`src/rtl/bbox_msg_reader_if.sv`:
```
// Bus bundle for bbox_msg_reader: Avalon-MM master signals toward the image
// processor slave port, plus the decoded-box valid/ready output channel.
interface bbox_msg_reader_if;
    logic        m_chipselect;
    logic        m_read;
    logic        m_write;
    logic [2:0]  m_address;
    logic [31:0] m_writedata;
    logic [31:0] m_readdata;

    logic        bb_valid;
    logic        bb_ready;
    logic [10:0] bb_left;
    logic [10:0] bb_top;
    logic [10:0] bb_right;
    logic [10:0] bb_bottom;
    logic        bb_none;

    modport master (
        output m_chipselect, m_read, m_write, m_address, m_writedata,
        input  m_readdata,
        output bb_valid, bb_left, bb_top, bb_right, bb_bottom, bb_none,
        input  bb_ready
    );

    modport slave (
        input  m_chipselect, m_read, m_write, m_address, m_writedata,
        output m_readdata,
        input  bb_valid, bb_left, bb_top, bb_right, bb_bottom, bb_none,
        output bb_ready
    );
endinterface

```
`src/rtl/bbox_msg_reader.sv`:
```
// Avalon-MM master that drains the image processor's bounding-box message
// FIFO: polls status, pops 3-word RBB messages, checks framing, and presents
// decoded box edges on a valid/ready channel.
module bbox_msg_reader #(
    parameter int unsigned POLL_INTERVAL = 64,
    parameter logic [31:0] MSG_ID        = 32'h00524242,
    parameter int unsigned IMAGE_W       = 640,
    parameter int unsigned IMAGE_H       = 480
) (
    input  logic                     clk,
    input  logic                     reset,
    input  logic                     enable,
    bbox_msg_reader_if.master        bus,
    output logic                     overrun,
    output logic [7:0]               resync_count
);

    localparam logic [2:0]  ADDR_STATUS = 3'd0;
    localparam logic [2:0]  ADDR_MSG    = 3'd1;
    localparam logic [31:0] FLUSH_CMD   = 32'h0000_0010;
    localparam int unsigned CW          = (POLL_INTERVAL > 1) ? $clog2(POLL_INTERVAL) : 1;
    localparam logic [CW-1:0] WAIT_LAST = CW'(POLL_INTERVAL - 1);
    // Sentinel edges the writer uses when nothing was detected.
    localparam logic [10:0] NONE_LEFT   = 11'(IMAGE_W - 1);
    localparam logic [10:0] NONE_TOP    = 11'(IMAGE_H - 1);

    typedef enum logic [3:0] {
        S_IDLE,
        S_FLUSH,
        S_POLL,
        S_POLL_CHK,
        S_WAIT,
        S_RD_HDR,
        S_HDR_CHK,
        S_RD_TL,
        S_TL_CHK,
        S_RD_BR,
        S_BR_CHK,
        S_PUBLISH
    } state_t;

    state_t        state;
    state_t        state_nxt;
    logic [CW-1:0] wait_cnt;
    logic          flush_pending;
    logic [10:0]   tl_x;
    logic [10:0]   tl_y;

    logic [7:0]    status_n;
    logic          word_ok;
    logic [10:0]   word_x;
    logic [10:0]   word_y;
    logic          new_none;

    logic          cs;
    logic          rd;
    logic          wr;
    logic [2:0]    addr;
    logic [31:0]   wdata;
    logic          hdr_bad;
    logic          edge_bad;
    logic          tl_load;
    logic          publish_now;

    logic          box_valid;
    logic [10:0]   box_left;
    logic [10:0]   box_top;
    logic [10:0]   box_right;
    logic [10:0]   box_bottom;
    logic          box_none;
    logic          ovr;
    logic [7:0]    resync;

    assign status_n = bus.m_readdata[15:8];
    assign word_x   = bus.m_readdata[26:16];
    assign word_y   = bus.m_readdata[10:0];
    assign word_ok  = (bus.m_readdata[31:27] == '0) && (bus.m_readdata[15:11] == '0);
    // Sentinel terms are subsumed by the ordering tests; kept so the
    // no-detection encoding is visible alongside the general rule.
    assign new_none = (tl_x > word_x) || (tl_y > word_y) ||
                      ((tl_x == NONE_LEFT) && (word_x == '0)) ||
                      ((tl_y == NONE_TOP) && (word_y == '0));

    // State register.
    always_ff @(posedge clk) begin
        if (reset) begin
            state <= S_IDLE;
        end else begin
            state <= state_nxt;
        end
    end

    // Next-state logic; only POLL_CHK and WAIT honour a dropped enable so an
    // in-flight message always completes.
    always_comb begin
        state_nxt = state;
        case (state)
            S_IDLE: begin
                if (enable) begin
                    state_nxt = flush_pending ? S_FLUSH : S_POLL;
                end
            end
            S_FLUSH:    state_nxt = S_POLL;
            S_POLL:     state_nxt = S_POLL_CHK;
            S_POLL_CHK: begin
                if (status_n >= 8'd3) begin
                    state_nxt = S_RD_HDR;
                end else if (!enable) begin
                    state_nxt = S_IDLE;
                end else begin
                    state_nxt = S_WAIT;
                end
            end
            S_WAIT: begin
                if (!enable) begin
                    state_nxt = S_IDLE;
                end else if (wait_cnt == WAIT_LAST) begin
                    state_nxt = S_POLL;
                end
            end
            S_RD_HDR:   state_nxt = S_HDR_CHK;
            S_HDR_CHK:  state_nxt = (bus.m_readdata == MSG_ID) ? S_RD_TL : S_POLL;
            S_RD_TL:    state_nxt = S_TL_CHK;
            S_TL_CHK:   state_nxt = word_ok ? S_RD_BR : S_POLL;
            S_RD_BR:    state_nxt = S_BR_CHK;
            S_BR_CHK:   state_nxt = word_ok ? S_PUBLISH : S_POLL;
            S_PUBLISH:  state_nxt = enable ? S_POLL : S_IDLE;
            default:    state_nxt = S_IDLE;
        endcase
    end

    // Bus strobes and datapath controls decoded from the current state.
    always_comb begin
        cs          = 1'b0;
        rd          = 1'b0;
        wr          = 1'b0;
        addr        = '0;
        wdata       = '0;
        hdr_bad     = 1'b0;
        edge_bad    = 1'b0;
        tl_load     = 1'b0;
        publish_now = 1'b0;
        case (state)
            S_FLUSH: begin
                cs    = 1'b1;
                wr    = 1'b1;
                addr  = ADDR_STATUS;
                wdata = FLUSH_CMD;
            end
            S_POLL: begin
                cs   = 1'b1;
                rd   = 1'b1;
                addr = ADDR_STATUS;
            end
            S_RD_HDR, S_RD_TL, S_RD_BR: begin
                cs   = 1'b1;
                rd   = 1'b1;
                addr = ADDR_MSG;
            end
            S_HDR_CHK: hdr_bad = (bus.m_readdata != MSG_ID);
            S_TL_CHK: begin
                tl_load  = word_ok;
                edge_bad = !word_ok;
            end
            // The box registers load on the edge into PUBLISH so bb_valid
            // rises during the PUBLISH cycle itself.
            S_BR_CHK: begin
                publish_now = word_ok;
                edge_bad    = !word_ok;
            end
            default: ;
        endcase
    end

    // Poll back-off counter, restarted whenever WAIT is entered.
    always_ff @(posedge clk) begin
        if (reset || (state != S_WAIT)) begin
            wait_cnt <= '0;
        end else begin
            wait_cnt <= wait_cnt + 1'b1;
        end
    end

    // A reset can strand a partial message in the slave; flush before polling.
    always_ff @(posedge clk) begin
        if (reset) begin
            flush_pending <= 1'b1;
        end else if (state == S_FLUSH) begin
            flush_pending <= 1'b0;
        end
    end

    // Hold the top-left corner until the bottom-right word arrives.
    always_ff @(posedge clk) begin
        if (reset) begin
            tl_x <= '0;
            tl_y <= '0;
        end else if (tl_load) begin
            tl_x <= word_x;
            tl_y <= word_y;
        end
    end

    // Saturating count of framing errors.
    always_ff @(posedge clk) begin
        if (reset) begin
            resync <= '0;
        end else if ((hdr_bad || edge_bad) && (resync != 8'hFF)) begin
            resync <= resync + 8'd1;
        end
    end

    // Output box register with valid/ready handshake and sticky overrun.
    always_ff @(posedge clk) begin
        if (reset) begin
            box_valid  <= 1'b0;
            box_left   <= '0;
            box_top    <= '0;
            box_right  <= '0;
            box_bottom <= '0;
            box_none   <= 1'b0;
            ovr        <= 1'b0;
        end else if (publish_now) begin
            box_valid  <= 1'b1;
            box_left   <= tl_x;
            box_top    <= tl_y;
            box_right  <= word_x;
            box_bottom <= word_y;
            box_none   <= new_none;
            if (box_valid && !bus.bb_ready) begin
                ovr <= 1'b1;
            end
        end else if (box_valid && bus.bb_ready) begin
            box_valid <= 1'b0;
        end
    end

    assign bus.m_chipselect = cs;
    assign bus.m_read       = rd;
    assign bus.m_write      = wr;
    assign bus.m_address    = addr;
    assign bus.m_writedata  = wdata;
    assign bus.bb_valid     = box_valid;
    assign bus.bb_left      = box_left;
    assign bus.bb_top       = box_top;
    assign bus.bb_right     = box_right;
    assign bus.bb_bottom    = box_bottom;
    assign bus.bb_none      = box_none;
    assign overrun          = ovr;
    assign resync_count     = resync;

endmodule

```
`src/flat_wrapper.sv`:
```
// flat-port wrapper written by rule: the top's interface ports become plain ports
module bbox_msg_reader_flat 
#(
    parameter int unsigned POLL_INTERVAL = 64,
    parameter logic [31:0] MSG_ID        = 32'h00524242,
    parameter int unsigned IMAGE_W       = 640,
    parameter int unsigned IMAGE_H       = 480
)
  (clk, reset, enable, overrun, resync_count, bus_m_chipselect, bus_m_read, bus_m_write, bus_m_address, bus_m_writedata, bus_m_readdata, bus_bb_valid, bus_bb_left, bus_bb_top, bus_bb_right, bus_bb_bottom, bus_bb_none, bus_bb_ready);
  bbox_msg_reader_if bus_i ();
  input  logic clk;
  input  logic reset;
  input  logic enable;
  output logic overrun;
  output logic [7:0] resync_count;
  output wire logic [$bits(bus_i.m_chipselect)-1:0] bus_m_chipselect;
  output wire logic [$bits(bus_i.m_read)-1:0] bus_m_read;
  output wire logic [$bits(bus_i.m_write)-1:0] bus_m_write;
  output wire logic [$bits(bus_i.m_address)-1:0] bus_m_address;
  output wire logic [$bits(bus_i.m_writedata)-1:0] bus_m_writedata;
  input wire logic [$bits(bus_i.m_readdata)-1:0] bus_m_readdata;
  output wire logic [$bits(bus_i.bb_valid)-1:0] bus_bb_valid;
  output wire logic [$bits(bus_i.bb_left)-1:0] bus_bb_left;
  output wire logic [$bits(bus_i.bb_top)-1:0] bus_bb_top;
  output wire logic [$bits(bus_i.bb_right)-1:0] bus_bb_right;
  output wire logic [$bits(bus_i.bb_bottom)-1:0] bus_bb_bottom;
  output wire logic [$bits(bus_i.bb_none)-1:0] bus_bb_none;
  input wire logic [$bits(bus_i.bb_ready)-1:0] bus_bb_ready;
  assign bus_m_chipselect = bus_i.m_chipselect;
  assign bus_m_read = bus_i.m_read;
  assign bus_m_write = bus_i.m_write;
  assign bus_m_address = bus_i.m_address;
  assign bus_m_writedata = bus_i.m_writedata;
  assign bus_i.m_readdata = bus_m_readdata;
  assign bus_bb_valid = bus_i.bb_valid;
  assign bus_bb_left = bus_i.bb_left;
  assign bus_bb_top = bus_i.bb_top;
  assign bus_bb_right = bus_i.bb_right;
  assign bus_bb_bottom = bus_i.bb_bottom;
  assign bus_bb_none = bus_i.bb_none;
  assign bus_i.bb_ready = bus_bb_ready;
  bbox_msg_reader #(.POLL_INTERVAL(POLL_INTERVAL), .MSG_ID(MSG_ID), .IMAGE_W(IMAGE_W), .IMAGE_H(IMAGE_H)) u_core (.clk(clk), .reset(reset), .enable(enable), .bus(bus_i), .overrun(overrun), .resync_count(resync_count));
endmodule
```
`config.mk`:
```
export PLATFORM = sky130hd
export DESIGN_NAME = bbox_msg_reader_flat
export DESIGN_NICKNAME = d
export VERILOG_FILES = /design/src/rtl/bbox_msg_reader_if.sv /design/src/rtl/bbox_msg_reader.sv /design/src/flat_wrapper.sv
export SDC_FILE = /design/constraint.sdc
export NUM_CORES = 1
export LEC_CHECK = 0
export ABC_CLOCK_PERIOD_IN_PS = 3900
export CORE_MARGIN = 10
export CORE_UTILIZATION = 35
export CTS_BUF_LIST = sky130_fd_sc_hd__clkbuf_2
export DETAILED_ROUTE_END_ITERATION = 12
export PLACE_DENSITY = 0.59
export SLEW_MARGIN = 0
export SYNTH_ARGS = -nofsm -noshare
export SYNTH_HDL_FRONTEND = slang
export SYNTH_SLANG_ARGS = --single-unit
```
`constraint.sdc`:
```
create_clock -name clk -period 3.9 [get_ports clk]
set_input_delay 0.975 -clock clk [delete_from_list [all_inputs] [get_ports clk]]
set_output_delay 0.975 -clock clk [all_outputs]
set_load 0.01 [all_outputs]
```
==> flow_summary_export.csv <==
group,metric,value,unit
clocking,cts_tree,"done",
clocking,clock_sinks,88,
sta,tns,0,ns
setup_path,arrival,2.42,ns
drt,drc_errors,0,
clocking,clock_latency,0.54,ns
drt,drtAntennaViolNets,0,
sta,fin_ws,0.506,ns
clocking,path_clk_slew,0.22,ns
setup_path,r2r_start,"u_core.state[1]$_SDFFE_PP0P_",
layout,drive_gt1_share,5.50,%
layout,antenna_cells,0,
pwr,vdd_ir_drop_max,0.140,mV
floorplan,io_pins,129,
setup_path,worstSetupStartpoint,"u_core.state[1]$_SDFFE_PP0P_",
floorplan,start_util,35.5,%
pwr,power_density,311,nW/um2
worst_hold_path,worstHoldPathType,"reg2reg",
synth,ys_types,52,
clocking,clockRootBuffer,"clkbuf_2",
synth,syn-mean-instance-area,7.87,um2
drt,wl_per_cell,15.5,um
layout,mostFrequentLayoutCells,"103 x nand2_1, 94 x clkdlybuf4s50_1, 88 x dfxtp_1, 84 x a21oi_1, 68 x nor2_1",
pwr,seqPwrFrac,55.1,%
placed_design,place_inst,812,
setup_path,path_cells,"nand2b_1, nor2_1, o21a_1, a21o_1, nand2b_1, clkdlybuf4s50_1",
clocking,cts_made_buffers,9,
global_route,grt_pass1_wl,20.6,mm
synth,synth_seq_cells,88,
pwr,pwr-share-comb,14.6,%
global_route,gr-total-overflow,0,
clocking,hold_buffers,0,
setup_path,path_depth,6,
clocking,h-tree-depth,3,
sta,fin_crit_sh,87.0,%
layout,nets,711,
sta,worstMarginPinSlew,0.541,ns
drt,dr.pass1.iters,4,
setup_path,crit_slowest_cell,"dfxtp_1",
pwr,p_switching,480,uW
sta,final-max-slew-violation-count,0,
setup_path,endpoint_kind,"primary output",
drt,wl,12.8,mm
outcome,status,"finished clean",
setup_path,endpoint,"bus_m_chipselect",
clocking,clockBufferDepth,2,
sta,finalSetupViolations,0,
global_route,grtUsageTotal,14.2,%
pwr,power.internal,1.25,mW
sta,skew,0.0149,ns
sta,period_minus_slack,3.39,ns
setup_path,path_common_cell,"nand2b_1",
setup_path,crit_buf_inv,1,
clocking,ctsResizeCount,0,
layout,final_common_cell,"nand2_1",
sta,max-slew-margin-rel,63.9,%
floorplan,rows,41,
placed_design,gp_congestion,0.869,
pwr,clkPwrFrac,30.3,%
floorplan,fp.coreArea,12500,um2
drt,route.vias.total,4081,
global_route,first_global_vias,4069,
pwr,sw_frac_of_total,27.8,%
job,drv_cap,0,
synth,synth-seq-area-share,39.6,%
setup_path,required,2.92,ns
drt,vias_per_cell,4.93,
setup_path,rr_endpoint,"u_core.resync_count[5]$_SDFFE_PP0P_",
placed_design,dp_slack,0.580,ns
global_route,antenna_found_initial,0,
synth,synth-edff-count,0,
clocking,post_cts_buffers,0,
floorplan,die-height,133,um
setup_path,critPathMaxFanout,15,
floorplan,die_w,133,um
global_route,grt_max_degree,43,
setup_path,slowest_delay,0.64,ns
floorplan,dieArea,17600,um2
sta,rsz0062_at_grt,"false",
setup_path,worstSetupPathType,"reg2out",
synth,synth_area,4450,um2
setup_path,cp-start-kind,"flop",
synth,synthFlopType,"dfxtp_1",
pwr,cellLeakagePower,2.17,nW
layout,area_delta_synth_final,24.6,%
setup_path,cp_top_family,"flip-flops",
setup_path,r2r_slack,1.73,ns
sta,hold_violations,0,
drt,first_iter_violations,266,
synth,syn_inst,565,
synth,synth_async_sr_flop_share,0,%
placed_design,io_buffers,95,
placed_design,hpwlAfterDp,9.83,mm
setup_path,reg2reg_depth,6,
layout,finalNonFillerCells,827,
synth,ys_warn_count,0,
sta,max_freq,295,MHz
==> area by class of cell <==
class / count / area [um2]
Clock buffer: 10 / 50.0
Clock inverter: 5 / 81.3
Fill cell: 1314 / 6980
Inverter: 25 / 93.8
Multi-Input combinational cell: 425 / 2330
Sequential cell: 88 / 1760
Tap cell: 172 / 215
Timing Repair Buffer: 102 / 1010
==> layer usage <==
layer	GRT usage, %	vias to the layer above	wire length [um]
met5	0	-	0
met4	4.71	0	212
met3	4.88	15	849
met2	25.2	111	6630
met1	15.4	1932	5100
li1	-	2023	-
==> power by group through the flow <==
stage          clock network [mW]  logic [mW]  registers, mW
5_1_grt                     0.579       0.279          0.955
3_3_place_gp                    0       0.247          0.965
3_5_place_dp                    0       0.250          0.967
6_report                    0.522       0.252          0.951
2_1_floorplan                   0       0.180          0.948
4_1_cts                     0.543       0.252          0.951
==> sequential cells by signal (all words and copies together), names as in the netlist <==
name / flops
u_core.bus.bb_left: 11
u_core.bus.bb_bottom: 11
u_core.flush_pending: 1
u_core.overrun: 1
u_core.resync_count: 8
u_core.bus.bb_none: 1
u_core.bus.bb_right: 11
u_core.bus.bb_valid: 1
u_core.wait_cnt: 6
u_core.bus.bb_top: 11
u_core.tl_x: 11
u_core.tl_y: 11
u_core.state: 4
==> worst min-delay path, stage by stage, from the launching register on <==
cell	delay [ns]
dfxtp_1	0.36
nand2_1	0.05
a21oi_1	0.05
==> Yosys cell counts, types with 5 or more instances <==
cell / number / share of area, %
nor2b_1: 6 / 0.84
o21ai_0: 12 / 1.4
or4_1: 6 / 1.0
a21o_1: 5 / 0.84
nand2_1: 103 / 8.7
buf_4: 35 / 5.9
dfxtp_1: 88 / 40
nor3_1: 9 / 1.0
a21oi_1: 84 / 9.5
inv_1: 25 / 2.1
nor2_1: 68 / 5.7
clkbuf_1: 18 / 1.5
ha_1: 24 / 6.8
nand3_1: 11 / 1.2
nand4_1: 10 / 1.4
==> metrics by stage <==
stage	hold slack, ns	util (%)	cell area [um2]	total power, mW
6_report	0.468	44.3	5540	1.73
5_1_grt	0.488	44.3	5540	1.81
4_1_cts	0.471	44.3	5540	1.75
3_5_place_dp	0.446	43.2	5410	1.22
3_3_place_gp	0.444	43.2	5410	1.21
2_1_floorplan	0.430	-	4570	1.13
==> logic make-up (layout without fill, tap and decap cells) <==
| logic type | after synthesis | count (layout) | synth area share [%] |
|---|---|---|---|
| AO/OA/AOI/OAI | 120 | 120 | 15.5 |
| XOR/XNOR | 7 | 7 | 1.38 |
| adder cells (fa/ha/maj) | 24 | 24 | 6.75 |
| buffers and inverters | 84 | 142 | 10.8 |
| flip-flops | 88 | 88 | 39.6 |
| multiplexers | 4 | 4 | 1.01 |
| other | 1 | 33 | 0.0844 |
| AND/OR/NAND/NOR | 237 | 237 | 24.9 |
==> how the worst min path moves through the flow <==
| stage | slack [ns] | start | endpoint | depth (start not counted) |
|---|---|---|---|---|
| 5_1_grt | 0.49 | u_core.bus.bb_right[7]$_SDFFE_PP0P_ | u_core.bus.bb_right[7]$_SDFFE_PP0P_ | 2 |
| 3_3_place_gp | 0.44 | u_core.bus.bb_right[6]$_SDFFE_PP0P_ | u_core.bus.bb_right[6]$_SDFFE_PP0P_ | 2 |
| 3_5_place_dp | 0.45 | u_core.bus.bb_bottom[0]$_SDFFE_PP0P_ | u_core.bus.bb_bottom[0]$_SDFFE_PP0P_ | 2 |
| 6_report | 0.47 | u_core.bus.bb_bottom[1]$_SDFFE_PP0P_ | u_core.bus.bb_bottom[1]$_SDFFE_PP0P_ | 2 |
| 4_1_cts | 0.47 | u_core.bus.bb_bottom[0]$_SDFFE_PP0P_ | u_core.bus.bb_bottom[0]$_SDFFE_PP0P_ | 2 |
| 2_1_floorplan | 0.43 | u_core.wait_cnt[0]$_SDFF_PP0_ | u_core.wait_cnt[0]$_SDFF_PP0_ | 1 |
Note: power is estimated with default switching activity, not from simulation.
